===== src/rtl/round_robin_arbiter_8.sv =====
// Round-robin arbiter for one 8-way select resource with hold/release ownership.
// Optional grant timeout is compiled in when ARB_TIMEOUT_EN is defined (limit MAX_HOLD).
module round_robin_arbiter_8 #(
  parameter int MAX_HOLD = 16
) (
  input  logic       clk,
  input  logic       rst,
  input  logic [7:0] req,
  output logic       grant_valid,
  output logic [2:0] grant_code,
  output logic [7:0] grant_onehot,
  output logic       timeout_pulse
);

  typedef enum logic {IDLE, GRANT} state_t;

  state_t     state, state_nx;
  logic [2:0] last, last_nx;
  logic [7:0] cnt, cnt_nx;
  logic [2:0] code_nx;
  logic       valid_nx;
  logic       tp_nx;
  logic [7:0] onehot_nx;
  logic [2:0] winner;
  logic       found;
  logic       timeout;

  // Code i drives one-hot bit 7-i.
  function automatic logic [7:0] dec3to8(input logic [2:0] code);
    logic [7:0] v;
    v = '0;
    v[3'd7 - code] = 1'b1;
    return v;
  endfunction

  // Search starts just after the previous owner and wraps modulo 8.
  always_comb begin
    logic [2:0] idx;
    winner = '0;
    found  = 1'b0;
    idx    = '0;
    for (int i = 1; i <= 8; i++) begin
      idx = last + 3'(i);
      if (!found && req[idx]) begin
        winner = idx;
        found  = 1'b1;
      end
    end
  end

`ifdef ARB_TIMEOUT_EN
  assign timeout = (cnt == 8'(MAX_HOLD));
`else
  assign timeout = 1'b0;
`endif

  always_comb begin
    state_nx = state;
    valid_nx = grant_valid;
    code_nx  = grant_code;
    cnt_nx   = cnt;
    last_nx  = last;
    tp_nx    = 1'b0;
    case (state)
      IDLE: begin
        if (found) begin
          state_nx = GRANT;
          valid_nx = 1'b1;
          code_nx  = winner;
          cnt_nx   = 8'd1;
        end
      end
      GRANT: begin
        if (!req[grant_code] || timeout) begin
          state_nx = IDLE;
          valid_nx = 1'b0;
          code_nx  = 3'd0;
          cnt_nx   = 8'd0;
          last_nx  = grant_code;
          // Only a revoke can release while the owner still requests.
          tp_nx    = req[grant_code];
        end else if (cnt != 8'hFF) begin
          cnt_nx = cnt + 8'd1;
        end
      end
      default: state_nx = IDLE;
    endcase
    onehot_nx = valid_nx ? dec3to8(code_nx) : 8'h00;
  end

  always_ff @(posedge clk or posedge rst) begin
    if (rst) begin
      state         <= IDLE;
      grant_valid   <= 1'b0;
      grant_code    <= 3'd0;
      grant_onehot  <= 8'h00;
      timeout_pulse <= 1'b0;
      last          <= 3'd7;
      cnt           <= 8'd0;
    end else begin
      state         <= state_nx;
      grant_valid   <= valid_nx;
      grant_code    <= code_nx;
      grant_onehot  <= onehot_nx;
      timeout_pulse <= tp_nx;
      last          <= last_nx;
      cnt           <= cnt_nx;
    end
  end

endmodule

===== config.mk =====
export PLATFORM = sky130hd
export DESIGN_NAME = round_robin_arbiter_8
export DESIGN_NICKNAME = d
export VERILOG_FILES = /design/src/rtl/round_robin_arbiter_8.sv
export SDC_FILE = /design/constraint.sdc
export NUM_CORES = 1
export LEC_CHECK = 0
export ABC_AREA = 1
export BUFFER_PORTS_ARGS = -buffer_cell sky130_fd_sc_hd__buf_2
export CAP_MARGIN = 20
export CORE_UTILIZATION = 25
export CTS_BUF_LIST = sky130_fd_sc_hd__clkbuf_8
export CTS_CLUSTER_SIZE = 8
export DETAILED_ROUTE_END_ITERATION = 6
export PLACE_DENSITY_LB_ADDON = 0.15
export SLEW_MARGIN = 30
export SYNTH_ARGS = -nofsm -noshare
export SYNTH_HDL_FRONTEND = slang
export SYNTH_SLANG_ARGS = --single-unit

===== constraint.sdc =====
create_clock -name clk -period 4.7 [get_ports clk]
set_input_delay 0.235 -clock clk [delete_from_list [all_inputs] [get_ports clk]]
set_output_delay 0.235 -clock clk [all_outputs]
set_load 0.02 [all_outputs]

==> impl_metrics.ini <==
[yosys]
syn_inst = 211
ys_ff_latch = 16
synth_fp_nets = 223
seq_area_frac_synth_pct = 29.6
ys.flop_type = dfrtp_1
avgSynthCellArea_um2 = 6.48
synthTopCellsByCount = nand2_1, nand3_1, nor2_1, inv_1, dfrtp_1
synth_top_cell_by_area = dfrtp_1
synthArstFlopShare_pct = 100
ys_warn_count = 0
synth.most_common_cell = nand2_1
ys_types = 30
syn-cell-area_mm2 = 0.00137
synth.top_cell.area_share_pct = 23.8
synth_edf_count = 0
ys_top_cells_by_area = dfrtp_1, nand2_1, nand3_1, nor2_1, dfstp_2

[routing]
first_pass_iters = 5
route.detailed.drc = 0
via_count = 1401
wl_um = 3780
detail-route-antenna-nets = 0
viasPerCell = 4.65
first_iter_violations = 63
wl_per_cell_um = 12.6

[sta]
hold_viol = 0
max-slew-margin-rel_pct = 60.4
fmax_mhz = 351
min_period_over_period_pct = 60.6
skew_ns = 0.00382
setup_viol = 0
finalMaxSlewViolations = 0
worstMarginPinSlew_ns = 0.593
tns_ns = 0
rsz0062_at_grt = no
finalCriticalPeriod_ns = 2.85

[grt]
overflow = 0
grt_pass1_vias = 1361
grt_pass1_wl_um = 6520
antenna_found_initial = 0
track_usage_pct = 14.0
grt_max_degree = 17

[floorplan]
die_height_um = 76.0
die_area_mm2 = 0.00577
core_area_mm2 = 0.00517
die_w_um = 76.0
io_pins = 23
placementRows = 26
initial_core_util_pct = 26.4

[placement]
io_buffer_count = 21
place_area_mm2 = 0.00152
place_congestion = 0.797
dp.cells = 297
hpwl_um = 3100

[cts]
postCtsHoldBufs = 0
clk_pin_slew_ns = 0.06
tritoncts = yes
clock-root-buffer = clkbuf_8
cts_num_sinks = 16
cts_setup_buffers = 0
clock_path_buffers = 2
cts_resized = 0
cts_buffers = 3
h-tree-depth = 1
insertion_delay_ns = 0.25

[finish]
fin_nets = 244
fill_cells = 573
stdcell_count = 301
final_cell_area_mm2 = 0.00158
multi_input_area_um2 = 840
seq_area_um2 = 404
drive_gt1_share_pct = 20.8
diodes = 0
area_growth_pct = 15.3

[run]
drv_cap = 0

[setup_path]
worst-path-stages = 16
worstReg2RegEnd = grant_onehot[2]
reg2reg_slack_ns = 1.85
crit_buf_inv = 2
crit_fanout = 12
start_kind = flop
worstPathArrival_ns = 2.99
worstRegToRegCells = 16
r2r_start = last[0]
crit_path_cell_trace = inv_2 > ha_1 > inv_2 > nand3_1 > nand3_2 > nand2_2 > nor2_4 > nand4_4 > nor2_1 > nand2_1 > nand3_1 > nor2_1 > nand2_1 > nand2_1 > nand2_1 > nor2_1
cp_slowest_stage_delay_ns = 0.66
cpMostUsedCell = nand2_1
required_ns = 4.84
critPathCaptureType = flop
slowest_stage = dfstp_2
crit_family = simple AND/OR/NAND/NOR gates
critPathKind = reg -> reg

[min_path]
hold_path.class = in -> async

[outcome]
status = complete, no violations
## state kept, by name, summed over array words and instances (netlist names)
name and flops:
state 1, grant_valid 1, last 3, grant_onehot 8, grant_code 3
## worst max path at each step
stage                       start              end  slack, ns
after floorplan           last[1]  grant_onehot[6]       2.21
after global placement    last[0]  grant_onehot[3]       1.79
after detailed placement  last[0]  grant_onehot[2]       1.85
after CTS                 last[0]  grant_onehot[2]       1.84
after global routing      last[0]  grant_onehot[6]       1.52
final                     last[0]  grant_onehot[2]       1.85
## area by class of cell
| cell class | count | area share [%] |
|---|---|---|
| Clock buffer | 4 | 3.49 |
| Inverter | 22 | 5.40 |
| Multi-Input combinational cell | 168 | 53.3 |
| Sequential cell | 16 | 25.6 |
| Tap cell | 70 | 5.56 |
| Timing Repair Buffer | 21 | 6.67 |
## layer usage
metal,vias to the layer above,global-route usage (%),part of all wire (%)
li1,725,-,-
met2,26,23.4,46
met3,2,2.29,3.7
met1,648,19.3,50
met4,0,2.31,0.32
met5,-,0,0
## stage by stage
step | setup WS, ns | utilization, % | hold WS (ns)
floorplan | 2.21 | - | 0.147
global placement | 1.79 | 29.4 | 0.340
detailed placement | 1.85 | 29.4 | 0.343
CTS | 1.84 | 30.5 | 0.0729
global route | 1.52 | 30.5 | 0.125
finish | 1.85 | 30.5 | 0.0430
## worst register-to-register path, delay by kind of cell (launching register included)
kind / cells / cell delay [ns]
adders and majority gates: 1 / 0.43
and+or+nand+nor: 13 / 1.35
DFF: 1 / 0.66
buffers and inverters: 2 / 0.29
## cell families after synthesis
logic type / after synthesis / share of synthesized area (%)
compound gates: 22 / 9.61
other cells: 1 / 0.274
buf+inv: 27 / 9.06
flops: 16 / 29.6
xor+xnor: 3 / 2.47
simple gates: 140 / 47.2
fa+ha+maj: 2 / 1.83
## cell usage in the layout (no fill, tap or decap), drive strengths merged, types with 3 or more instances in the layout
| cell | netlist | layout |
|---|---|---|
| buf | 5 | 21 |
| dfrtp | 13 | 13 |
| o22ai | 3 | 3 |
| o21ai | 11 | 11 |
| dfstp | 3 | 3 |
| a21oi | 4 | 4 |
| clkbuf | 0 | 4 |
| nand4 | 6 | 6 |
| inv | 22 | 22 |
| nand3 | 31 | 31 |
| nor2 | 25 | 25 |
| nand2 | 76 | 76 |
Power is not shown: default switching activity piles up to over one toggle a cycle in this logic, so the estimate is an artifact.
